==> config.mk <==
export PLATFORM = sky130hd
export DESIGN_NAME = executor_clear_flat
export DESIGN_NICKNAME = d
export VERILOG_FILES = /design/src/rtl/executor_clear_if.sv /design/src/rtl/executor_clear.sv /design/src/flat_wrapper.sv
export SDC_FILE = /design/constraint.sdc
export NUM_CORES = 1
export LEC_CHECK = 0
export CAP_MARGIN = 40
export CORE_ASPECT_RATIO = 1.25
export CORE_MARGIN = 10
export CORE_UTILIZATION = 35
export CTS_CLUSTER_DIAMETER = 150
export DETAILED_ROUTE_END_ITERATION = 7
export PLACE_DENSITY = 0.66
export SYNTH_ARGS = -nofsm -noshare
export SYNTH_HDL_FRONTEND = slang
export SYNTH_SLANG_ARGS = --single-unit
==> constraint.sdc <==
create_clock -name clk_i -period 2.9 [get_ports clk_i]
set_input_delay 0.29 -clock clk_i [delete_from_list [all_inputs] [get_ports clk_i]]
set_output_delay 0.29 -clock clk_i [all_outputs]
set_load 0.01 [all_outputs]
==> src/rtl/executor_clear_if.sv <==
// Row-memory port between the line-clear executor (master) and the matrix memory (slave).
interface executor_clear_if #(
    parameter int width_p  = 16,
    parameter int height_p = 32
);
    localparam int aw_lp = $clog2(height_p);

    // Handshake: mm_wr_v is a one-cycle request. The master then holds off all
    // further writes until mm_is_ready is seen high. Read data is valid one
    // cycle after mm_rd_addr is presented.
    logic [aw_lp-1:0]   mm_rd_addr;
    logic [width_p-1:0] mm_rd_data;
    logic [aw_lp-1:0]   mm_wr_addr;
    logic [width_p-1:0] mm_wr_data;
    logic               mm_wr_v;
    logic               mm_is_ready;

    modport master (
        output mm_rd_addr, mm_wr_addr, mm_wr_data, mm_wr_v,
        input  mm_rd_data, mm_is_ready
    );

    modport slave (
        input  mm_rd_addr, mm_wr_addr, mm_wr_data, mm_wr_v,
        output mm_rd_data, mm_is_ready
    );
endinterface

==> src/rtl/executor_clear.sv <==
// Line-clear stage: scans rows bottom-up, drops full rows, compacts and zero-fills the top.
// Optional EXECUTOR_CLEAR_EARLY_EXIT_EN stops the scan at the first all-zero row.
module executor_clear #(
    parameter int width_p  = 16,
    parameter int height_p = 32,
    parameter int debug_p  = 0
) (
    input  logic                          clk_i,
    input  logic                          reset_i,
    input  logic                          v_i,
    output logic                          done_o,
    output logic                          busy_o,
    output logic [$clog2(height_p+1)-1:0] lines_cleared_o,
    output logic [2:0]                    state_o,
    output logic [$clog2(height_p)-1:0]   dbg_rd_o,
    output logic [$clog2(height_p)-1:0]   dbg_wr_o,
    output logic [width_p-1:0]            dbg_row_o,
    executor_clear_if.master              mm
);
    localparam int aw_lp = $clog2(height_p);
    localparam int cw_lp = $clog2(height_p + 1);
    localparam logic [aw_lp-1:0] bottom_lp = aw_lp'(height_p - 1);
    localparam logic [cw_lp-1:0] cnt_max_lp = cw_lp'(height_p);

    typedef enum logic [2:0] {
        eIDLE  = 3'd0,
        eRead  = 3'd1,
        eCheck = 3'd2,
        eWrite = 3'd3,
        eWaitW = 3'd4,
        eFill  = 3'd5,
        eFillW = 3'd6,
        eDone  = 3'd7
    } state_e;

    state_e             state_r, state_n;
    logic [aw_lp-1:0]   rd_r, rd_n;
    logic [aw_lp-1:0]   wr_r, wr_n;
    logic [cw_lp-1:0]   cnt_r, cnt_n;
    logic [cw_lp-1:0]   lines_r, lines_n;
    logic [width_p-1:0] row_r, row_n;

    always_ff @(posedge clk_i or posedge reset_i) begin
        if (reset_i) begin
            state_r <= eIDLE;
            rd_r    <= bottom_lp;
            wr_r    <= bottom_lp;
            cnt_r   <= '0;
            lines_r <= '0;
            row_r   <= '0;
        end else begin
            state_r <= state_n;
            rd_r    <= rd_n;
            wr_r    <= wr_n;
            cnt_r   <= cnt_n;
            lines_r <= lines_n;
            row_r   <= row_n;
        end
    end

    always_comb begin
        state_n = state_r;
        rd_n    = rd_r;
        wr_n    = wr_r;
        cnt_n   = cnt_r;
        lines_n = lines_r;
        row_n   = row_r;
        case (state_r)
            eIDLE: begin
                if (v_i) begin
                    state_n = eRead;
                    rd_n    = bottom_lp;
                    wr_n    = bottom_lp;
                    cnt_n   = '0;
                end
            end
            eRead: state_n = eCheck;
            eCheck: begin
                row_n = mm.mm_rd_data;
                if (&mm.mm_rd_data) begin
                    if (cnt_r != cnt_max_lp) cnt_n = cnt_r + cw_lp'(1);
                    if (rd_r == '0) begin
                        state_n = eFill;
                    end else begin
                        rd_n    = rd_r - aw_lp'(1);
                        state_n = eRead;
                    end
`ifdef EXECUTOR_CLEAR_EARLY_EXIT_EN
                // An empty row means everything above is empty: only wr_r..rd_r needs clearing.
                end else if (mm.mm_rd_data == '0) begin
                    state_n = (wr_r == rd_r) ? eDone : eFill;
`endif
                end else if (wr_r != rd_r) begin
                    state_n = eWrite;
                end else if (rd_r == '0) begin
                    state_n = eDone;
                end else begin
                    rd_n    = rd_r - aw_lp'(1);
                    wr_n    = wr_r - aw_lp'(1);
                    state_n = eRead;
                end
            end
            eWrite: state_n = eWaitW;
            eWaitW: begin
                if (mm.mm_is_ready) begin
                    wr_n = wr_r - aw_lp'(1);
                    if (rd_r == '0) begin
                        state_n = eFill;
                    end else begin
                        rd_n    = rd_r - aw_lp'(1);
                        state_n = eRead;
                    end
                end
            end
            eFill: state_n = eFillW;
            eFillW: begin
                // rd_r marks the last row to clear: row 0 normally, the empty row on early exit.
                if (mm.mm_is_ready) begin
                    if (wr_r == rd_r) begin
                        state_n = eDone;
                    end else begin
                        wr_n    = wr_r - aw_lp'(1);
                        state_n = eFill;
                    end
                end
            end
            eDone: begin
                lines_n = cnt_r;
                state_n = eIDLE;
            end
            default: state_n = eIDLE;
        endcase
    end

    always_comb begin
        done_o          = (state_r == eDone);
        busy_o          = (state_r != eIDLE);
        lines_cleared_o = lines_r;
        state_o         = state_r;
        mm.mm_rd_addr   = rd_r;
        mm.mm_wr_addr   = wr_r;
        mm.mm_wr_v      = (state_r == eWrite) || (state_r == eFill);
        mm.mm_wr_data   = (state_r == eWrite) ? row_r : '0;
    end

    // Pointer/row trace is only driven when debug_p is set.
    assign dbg_rd_o  = (debug_p != 0) ? rd_r  : '0;
    assign dbg_wr_o  = (debug_p != 0) ? wr_r  : '0;
    assign dbg_row_o = (debug_p != 0) ? row_r : '0;
endmodule

==> src/flat_wrapper.sv <==
// flat-port wrapper written by rule: the top's interface ports become plain ports
module executor_clear_flat 
#(
    parameter int width_p  = 16,
    parameter int height_p = 32,
    parameter int debug_p  = 0
)
  (clk_i, reset_i, v_i, done_o, busy_o, lines_cleared_o, state_o, dbg_rd_o, dbg_wr_o, dbg_row_o, mm_mm_rd_addr, mm_mm_wr_addr, mm_mm_wr_data, mm_mm_wr_v, mm_mm_rd_data, mm_mm_is_ready);
  executor_clear_if #(.width_p(width_p), .height_p(height_p)) mm_i ();
  input  logic clk_i;
  input  logic reset_i;
  input  logic v_i;
  output logic done_o;
  output logic busy_o;
  output logic [$clog2(height_p+1)-1:0] lines_cleared_o;
  output logic [2:0] state_o;
  output logic [$clog2(height_p)-1:0] dbg_rd_o;
  output logic [$clog2(height_p)-1:0] dbg_wr_o;
  output logic [width_p-1:0] dbg_row_o;
  output wire logic [$bits(mm_i.mm_rd_addr)-1:0] mm_mm_rd_addr;
  output wire logic [$bits(mm_i.mm_wr_addr)-1:0] mm_mm_wr_addr;
  output wire logic [$bits(mm_i.mm_wr_data)-1:0] mm_mm_wr_data;
  output wire logic [$bits(mm_i.mm_wr_v)-1:0] mm_mm_wr_v;
  input wire logic [$bits(mm_i.mm_rd_data)-1:0] mm_mm_rd_data;
  input wire logic [$bits(mm_i.mm_is_ready)-1:0] mm_mm_is_ready;
  assign mm_mm_rd_addr = mm_i.mm_rd_addr;
  assign mm_mm_wr_addr = mm_i.mm_wr_addr;
  assign mm_mm_wr_data = mm_i.mm_wr_data;
  assign mm_mm_wr_v = mm_i.mm_wr_v;
  assign mm_i.mm_rd_data = mm_mm_rd_data;
  assign mm_i.mm_is_ready = mm_mm_is_ready;
  executor_clear #(.width_p(width_p), .height_p(height_p), .debug_p(debug_p)) u_core (.clk_i(clk_i), .reset_i(reset_i), .v_i(v_i), .done_o(done_o), .busy_o(busy_o), .lines_cleared_o(lines_cleared_o), .state_o(state_o), .dbg_rd_o(dbg_rd_o), .dbg_wr_o(dbg_wr_o), .dbg_row_o(dbg_row_o), .mm(mm_i));
endmodule
# [Yosys cells after proc, flatten, opt, wreduce, memory -nomap -nowiden]
# Cells that the tools add are included.
[totals] register_bits=41 latchBits=0 ram_bits=0 rom_bits=0 input_bits=20 wordCells=68 mem_count=0
[op_classes] add_sub_neg=3 mul=0 n_div=0 n_lt_le_gt_ge=0 eq_ne=20 shifts=0 n_mux=27 n_bitwise=0 reduce_logical=12
[op_table] op="2-to-1 mux 5 bit" n=11
[op_table] op="case mux 3 bit (8 select lines)" n=1
[op_table] op="2-to-1 mux 3 bit" n=7
[op_table] op="case mux 5 bit (4 select lines)" n=1
[op_table] op="2-to-1 mux 6 bit" n=3
[op_table] op="2-to-1 mux 16 bit" n=1
[op_table] op="AND reduction 16 bit" n=1
[op_table] op="case mux 5 bit (3 select lines)" n=1
[op_table] op="inequality test 2 bit, second input constant" n=7
[op_table] op="== test 3 bit, second input constant" n=4
[op_table] op="case mux 6 bit (2 select lines)" n=1
[op_table] op="subtractor 5 x 1 -> 5 bit, second input constant" n=2
[op_table] op="AND reduction 4 bit" n=2
[op_table] op="AND reduction 8 bit" n=1
[op_table] op="adder 6 x 1 -> 6 bit, second input constant" n=1
[op_table] op="== test 3 x 2 -> 1 bit, second input constant" n=2
[op_table] op="inequality test 6 bit, second input constant" n=1
[op_table] op="nonzero test 3 bit" n=2
[op_table] op="== test 5 bit" n=1
[op_table] op="logical NOT 5 bit" n=1
[op_table] op="inequality test 5 bit" n=1
[op_table] op="inequality test 2 x 1 -> 1 bit, second input constant" n=2
[op_table] op="nonzero test 4 bit" n=1
[op_table] op="== test 3 x 1 -> 1 bit, second input constant" n=1
[op_table] op="6 further kinds" n=6

# [Depth between registers and ports, before layout]
# Gate-level depths: netlist of run 1.
[depth] depth_word=5 mapped_depth=8 mapped_depth_nobuf=7

# [Worst setup path before layout of run 1]
# No wires, ideal clock.
[synth_timing] path_type="reg-to-reg" startpoint="register u_core.rd_r[2], in the netlist u_core.mm.mm_rd_addr[2]" endpoint="register u_core.wr_r[0], in the netlist u_core.mm.mm_wr_addr[0]" setup_ns=0.082 arrival_ns=1.881 setup_slack_ns=0.937 path_stages_with_launch=6 synth_period_minus_slack_ns=1.963 cell_sequence="dfstp_2 -> xnor2_1 -> nand3_2 -> o41ai_4 -> and2_4 -> mux2_4"
[synth_between] elab_chain_len=3 elab_cells_between_ends=7 classes_between="eq/ne (5); reduce/logical (2)"
[synth_rtl] element="from (decl)" line_no="executor_clear.sv:37" rtl="logic [aw_lp-1:0] rd_r, rd_n;"
[synth_rtl] element="from (signal assigned)" line_no="executor_clear.sv:46" rtl="rd_r <= bottom_lp;"
[synth_rtl] element="from (signal assigned)" line_no="executor_clear.sv:53" rtl="rd_r <= rd_n;"
[synth_rtl] element="== test 5 bit (tied with other cells)" line_no="executor_clear.sv:119" rtl="if (wr_r == rd_r) begin"
[synth_rtl] element="inequality test 2 bit (no line)"
[synth_rtl] element="AND reduction 8 bit (no line) *"
[synth_rtl] element="to (signal assigned)" line_no="executor_clear.sv:47" rtl="wr_r <= bottom_lp;"
[synth_rtl] element="to (signal assigned)" line_no="executor_clear.sv:54" rtl="wr_r <= wr_n;"
[synth_rtl] element="to (decl)" line_no="executor_clear.sv:38" rtl="logic [aw_lp-1:0] wr_r, wr_n;"
# Mark *: on every way between the ends. The rest lies on a longest branch, timed or not.
# A chain may end at the register's enable or synchronous reset.

# [Final worst setup path of run 1]
[layout_timing] startpoint="register u_core.state_r[1], in the netlist u_core.state_o[1]" endpoint="output mm_mm_wr_data[12]"
[layout_between] elab_chain_len=2
[layout_rtl] element="from (decl)" line_no="executor_clear.sv:36" rtl="state_e state_r, state_n;"
[layout_rtl] element="from (signal assigned)" line_no="executor_clear.sv:45" rtl="state_r <= eIDLE;"
[layout_rtl] element="from (signal assigned)" line_no="executor_clear.sv:52" rtl="state_r <= state_n;"
[layout_rtl] element="== test 3 x 2 -> 1 bit" line_no="executor_clear.sv:143" rtl="mm.mm_wr_data = (state_r == eWrite) ? row_r : '0;"
[layout_rtl] element="2-to-1 mux 16 bit" line_no="executor_clear.sv:143"
[layout_rtl] element="to (decl)" line_no="flat_wrapper.sv:22" rtl="output wire logic [$bits(mm_i.mm_wr_data)-1:0] mm_mm_wr_data;"
# Every way passes these cells.

==> impl_metrics.csv, run 1 <==
group,metric,value,unit
setup_path,crit_type,"flip-flop to output pin",
pwr,leakagePower,1.386,nW
setup_path,critPathMaxFanout,16,
sta,hold_viol_final,0,
cells_and_area,final_layout_size_suffix_gt1_share,18.71,%
floorplan,die_w,95.42,µm
cells_and_area,final_nets,318,
cells_and_area,layout_commonest_cell,"clkdlybuf4s50_1",
grt,grt_pass1_vias,1929,
hold_path,hold_class,"input pin to asynchronous set/reset pin",
logic_synthesis,yosysUniqueCellTypes,54,
cts,cts.root.buffer_cell,"clkbuf_8",
sta,setup_viol,0,
setup_path,r2r-start,"u_core.mm.mm_rd_addr[2]",
grt,grt_usage,11.01,%
sta,setup_tns,0,ns
logic_synthesis,synth_seq_cells,41,
cts,worstSkewPairLatency,0.29,ns
grt,grt.overflow.total,0,
grt,grt_max_degree,42,
pwr,power_density,787.0,nW/µm²
cells_and_area,area.growth.synth_to_final,26.85,%
job,drv_cap,0,
pwr,clkPwrFrac,16.8,%
floorplan,start_util,35.89,%
cts,htree_levels,2,
floorplan,rows,34,
logic_synthesis,yosysSeqAreaShare,41.73,%
setup_path,startpoint_type,"flip-flop",
detailed_routing,drt-vias-per-instance,4.794,
cts,cts_resized,0,
cts,cts_buffers,5,
logic_synthesis,synth_flop_cell,"dfrtp_1",
cells_and_area,antenna_cells,0,
cts,clockBufferDepth,2,
logic_synthesis,synth_area,2489,µm²
sta,fmax,443.1,MHz
setup_path,reg2reg_slack,0.71,ns
logic_synthesis,synth-edff-count,0,
floorplan,die_area,10900,µm²
detailed_routing,drt-initial-drc-count,96,
setup_path,required,2.61,ns
detailed_routing,avgRoutedWirePerCell,15.36,µm
cells_and_area,final_util,45.53,%
cts,postCtsHoldBufs,0,
setup_path,crit_arrival,1.97,ns
place,pre_cts_slack,0.6131,ns
logic_synthesis,avgSynthCellArea,10.64,µm²
sta,report.final.slew_viol_count,0,
grt,grt_util_met2,18.13,%
grt,grt_use_met1,13.24,%
sta,setup_ws,0.6434,ns
place,portBuffers,57,
sta,period_minus_slack,2.257,ns
grt,grt_first_pass_wirelength,9777,µm
detailed_routing,vias,1841,
sta,clock_skew,0.01077,ns
grt,grt-busiest-layer,"met2",
sta,fin_crit_sh,77.81,%
grt,antenna_found_initial,0,
cts,clock-sinks,41,
pwr,internal-power,1.577,mW
cts,postCtsSetupRepairBufs,0,
detailed_routing,routed_wl,5898,µm
setup_path,r2r_cells,5,
status,status,"complete, no violations",
floorplan,ioPinCount,84,
sta,rsz0062_at_grt,"false",
sta,tightest_slew,0.5320,ns
floorplan,dieHeight,114.3,µm
floorplan,core_area,6934,µm²
cts,cts_tree,"yes",
cts,cts.clk_slew.worst_paths,0.08,ns
cells_and_area,layout_common_cells,"57 x clkdlybuf4s50_1, 31 x dfrtp_1, 26 x conb_1",
pwr,switching_share,36.51,%
pwr,comb_power_share,47.0,%
detailed_routing,drt_drc_violations_left,0,
logic_synthesis,yosysWarningCount,0,
detailed_routing,firstDrtPassIters,4,
pwr,pwr-share-seq,36.3,%
pwr,ir_drop,0.3221,mV
logic_synthesis,synth_cells,234,
grt,grt_util_met3,3.675,%
setup_path,endpoint_kind,"output pin",
sta,relSlewSlack,64.53,%
pwr,switchingPower,907.0,µW
setup_path,r2r_end,"u_core.mm.mm_wr_addr[0]",
place,dp_hpwl,4530,µm
detailed_routing,ant_nets,0,
pwr,power.total,2.484,mW
logic_synthesis,async_reset_ff_share,100.0,%
place,gp_congestion,0.7573,
[logic make-up (layout without fill, tap and decap cells)]
| family | count (synthesis) | in the layout | synth area share [%] |
|---|---|---|---|
| fa+ha+maj | 5 | 5 | 2.514 |
| other cells | 1 | 26 | 0.1507 |
| flops | 41 | 41 | 41.73 |
| buf+inv | 43 | 78 | 11.01 |
| simple gates | 81 | 81 | 21.42 |
| xor+xnor | 10 | 10 | 3.519 |
| mux | 24 | 24 | 10.91 |
| compound gates | 29 | 29 | 8.748 |
[cells in the mapped netlist, drive strengths merged (3+ instances only)]
cell	n	area, µm²
xor2	4	35.03
clkbuf	4	18.77
mux2	22	251.5
and2	19	121.4
nor4b	5	58.80
o21ai	5	25.02
inv	9	33.78
nand2	14	55.06
buf	30	221.5
nand4	8	56.30
nand3	3	20.02
a21oi	3	15.01
and3	3	18.77
dfstp	10	262.8
xnor2	6	52.55
nor2	11	41.29
dfrtp	31	775.7
nor2b	3	26.27
ha	5	62.56
nor3	4	20.02
nor4	3	33.78
a31oi	8	50.05
[how the worst max path moves through the flow]
stage | start | cells after the start | slack [ns] | endpoint
4_1_cts | u_core.state_o[1] | 5 | 0.62 | mm_mm_wr_data[10]
5_1_grt | u_core.state_o[1] | 5 | 0.49 | mm_mm_wr_data[14]
6_report | u_core.state_o[1] | 5 | 0.64 | mm_mm_wr_data[12]
3_5_place_dp | mm_mm_rd_data[0] | 6 | 0.61 | u_core.mm.mm_wr_addr[0]
2_1_floorplan | u_core.mm.mm_rd_addr[2] | 5 | 0.94 | u_core.mm.mm_wr_addr[0]
3_3_place_gp | mm_mm_rd_data[0] | 6 | 0.64 | u_core.mm.mm_wr_addr[0]
[flip-flops by register name, summed over array words and instances (netlist names)]
name and flops:
u_core.row_r 16, u_core.cnt_r 6, u_core.lines_cleared_o 6, u_core.mm.mm_rd_addr 5
u_core.mm.mm_wr_addr 5, u_core.state_o 3
[worst max-delay path, cell delays in order (launching register included)]
cell	delay [ns]
dfrtp_1	0.59
nand2_1	0.09
nor2_1	0.09
buf_4	0.20
and2_1	0.15
clkdlybuf4s50_1	0.55
[power by group through the flow]
stage	clock network, mW	registers, mW	logic [mW]
after CTS	0.427	0.902	1.18
after detailed placement	0	0.913	1.18
after global routing	0.448	0.929	1.30
final	0.417	0.901	1.17
after floorplan	0	0.866	0.840
after global placement	0	0.908	1.16
[area by class of cell]
cell class              instances  area (µm²)
repair buffers                 61       600.6
multi-input cells             175        1270
clock inverters                 1       5.005
flip-flops and latches         41        1039
clock buffers                   7       96.34
well taps                      90       112.6
inverters                       9       33.78
fillers                       665        3777
[layer usage]
layer	vias up	share of wire [%]
met5	-	0
met4	0	1.2
met3	7	9.2
met2	59	48
met1	888	42
li1	887	-
[per-stage QoR]
step	hold WS [ns]	cells	instance area, µm²
CTS	0.4498	384	3157
floorplan	0.4222	259	2582
finish	0.4280	384	3157
global placement	0.4687	376	3055
detailed placement	0.4788	376	3055
global route	0.5040	384	3157
Power figures use the tool's default switching activity.
==> run 2, diff against run 1 <==
PLACE_DENSITY = 0.69   (was 0.66)
clock period = 1.8 ns   (was 2.9 ns; I/O delays follow)
==> run 2 against run 1 <==
Critical path type is now flip-flop to flip-flop; register-to-register slack got worse by 0.78 ns; die area unchanged; the run now ends with negative setup slack left; highest routed layer unchanged; design area grew 12%; largest cell class unchanged; sequential cell count did not move; critical endpoint is now u_core.mm.mm_wr_addr[0]; global-route usage up 1.2 points; count of clock-buffer cells in the layout is 1 lower; first-iteration DRC count is 21% higher; cell count is 12% higher.
==> impl_metrics.csv, run 2 (same netlist as run 1, synthesis figures left out) <==
group,metric,value,unit
status,status,"complete, but fails checks",
status,violations,"negative setup slack",
hold_path,hp-start,"u_core.lines_cleared_o[1]",
detailed_routing,vias,2074,
floorplan,rows,34,
place,dp_hpwl,5124,µm
sta,rsz0062_at_grt,"true",
hold_path,hold_class,"flip-flop to flip-flop",
cts,cts_buffers,5,
sta,hold_viol_final,0,
grt,grt.overflow.total,0,
sta,fmax,535.0,MHz
sta,period_minus_slack,1.869,ns
cells_and_area,layout_common_cells,"44 x buf_4, 36 x clkdlybuf4s50_1, 30 x dfrtp_1",
cells_and_area,n_fill_cell,632,
grt,grt_usage,12.19,%
detailed_routing,ant_nets,0,
grt,grt_pass1_vias,2212,
pwr,power.total,4.514,mW
detailed_routing,drt-initial-drc-count,116,
floorplan,start_util,35.89,%
pwr,leakagePower,1.682,nW
pwr,pwr-share-seq,30.3,%
cells_and_area,layout_commonest_cell,"buf_4",
cts,worstSkewPairLatency,0.30,ns
setup_path,critPathMaxFanout,5,
cells_and_area,antenna_cells,0,
job,drv_cap,0,
grt,grt_first_pass_wirelength,10830,µm
cts,clock-sinks,41,
setup_path,startpoint_type,"flip-flop",
cells_and_area,area.growth.synth_to_final,42.08,%
setup_path,reg2reg_slack,-0.07,ns
cts,postCtsHoldBufs,0,
floorplan,core_area,6934,µm²
pwr,internal-power,2.867,mW
detailed_routing,firstDrtPassIters,4,
pwr,clkPwrFrac,13.2,%
sta,report.final.slew_viol_count,0,
detailed_routing,drt_drc_violations_left,0,
cts,htree_levels,2,
pwr,switching_share,36.48,%
pwr,comb_power_share,56.5,%
place,gp_congestion,0.8029,
setup_path,r2r-start,"u_core.mm.mm_rd_addr[0]",
setup_path,crit_type,"flip-flop to flip-flop",
floorplan,die_w,95.42,µm
setup_path,required,2.02,ns
cells_and_area,final_nets,364,
setup_path,endpoint_kind,"flip-flop",
place,portBuffers,57,
pwr,power_density,1277,nW/µm²
grt,antenna_found_initial,0,
cells_and_area,final_layout_size_suffix_gt1_share,35.88,%
floorplan,ioPinCount,84,
sta,setup_ws,-0.06919,ns
sta,setup_viol,4,
floorplan,die_area,10900,µm²
cts,cts_tree,"yes",
cells_and_area,multiInputGateArea,1330,µm²
cells_and_area,regMostFlops,"u_core.row_r",
sta,setup_tns,-0.2029,ns
setup_path,r2r_end,"u_core.mm.mm_wr_addr[0]",
cts,cts.root.buffer_cell,"clkbuf_8",
grt,grt_max_degree,17,
detailed_routing,routed_wl,6535,µm
cts,clockBufferDepth,2,
pwr,switchingPower,1.647,mW
cells_and_area,largest_register_ffs,16,
cells_and_area,final-seq-area,1040,µm²
setup_path,cp-endpoint,"u_core.mm.mm_wr_addr[0]",
setup_path,r2r_cells,7,
pwr,ir_drop,0.6394,mV
floorplan,dieHeight,114.3,µm
setup_path,crit_arrival,2.09,ns
setup_path,crit_start,"u_core.mm.mm_rd_addr[0]",
detailed_routing,avgRoutedWirePerCell,15.20,µm
sta,fin_crit_sh,103.8,%
cts,cts.clk_slew.worst_paths,0.08,ns
detailed_routing,drt-vias-per-instance,4.823,
sta,clock_skew,0.009126,ns
run 2: power by group through the flow:
stage	sequential [mW]	combinational, mW	clock [mW]
2_1_floorplan	1.40	1.37	0
3_3_place_gp	1.38	2.32	0
3_5_place_dp	1.40	2.37	0
4_1_cts	1.37	2.50	0.619
5_1_grt	1.41	2.77	0.642
6_report	1.37	2.55	0.596
run 2: critical path: stages (launching register included):
cell and delay (ns):
dfstp_2 0.58, inv_2 0.06, ha_4 0.15, nor4b_4 0.14, buf_12 0.13, o41ai_4 0.22, and2_4 0.23, mux2_4 0.30
run 2: final cells by class:
| type | count | area share, % |
|---|---|---|
| Timing Repair Buffer | 107 | 26.50 |
| Clock buffer | 6 | 2.052 |
| Clock inverter | 2 | 0.2831 |
| Sequential cell | 41 | 29.41 |
| Inverter | 9 | 0.9554 |
| Multi-Input combinational cell | 175 | 37.62 |
| Tap cell | 90 | 3.185 |
run 2: repair_timing:
item,in CTS,in global routing
setup endpoints to repair,25,25
pin swaps,6,2
resized for setup,28,25
buffers inserted,8,2
hold endpoints to repair,0,0
run 2: worst min-delay path by stage:
stage | end | slack (ns) | cells past startpoint
after CTS | u_core.lines_cleared_o[1] | 0.49 | 2
final | u_core.lines_cleared_o[1] | 0.48 | 2
after detailed placement | u_core.lines_cleared_o[1] | 0.47 | 2
after global routing | u_core.lines_cleared_o[0] | 0.52 | 2
after floorplan | u_core.mm.mm_rd_addr[3] | 0.31 | 2
after global placement | u_core.lines_cleared_o[1] | 0.47 | 2
run 2: per-layer routing:
metal,vias up,share of wire (%),global-route usage (%),routed length [µm]
met2,74,51,21.55,3310
li1,983,-,-,-
met1,1007,39,13.18,2543
met3,10,8.8,4.265,575
met5,-,0,0,0
met4,0,1.6,3.842,107
run 2: per-stage QoR:
| step | worst slack [ns] | utilization [%] | hold WS [ns] | instance area (µm²) | instances |
|---|---|---|---|---|---|
| 2_1_floorplan | -0.1108 | - | 0.3122 | 2596 | 259 |
| 3_3_place_gp | -0.2653 | 48.52 | 0.4695 | 3364 | 412 |
| 3_5_place_dp | -0.3442 | 48.52 | 0.4707 | 3364 | 412 |
| 4_1_cts | -0.07057 | 50.87 | 0.4899 | 3527 | 428 |
| 5_1_grt | -0.1374 | 50.99 | 0.5184 | 3536 | 430 |
| 6_report | -0.06919 | 50.99 | 0.4833 | 3536 | 430 |
==> run 3, diff against run 2 <==
CTS_CLUSTER_DIAMETER = 40   (was 150)
==> results of run 3 <==
No change in the layout: final DEF, timing and power equal those of run 2.
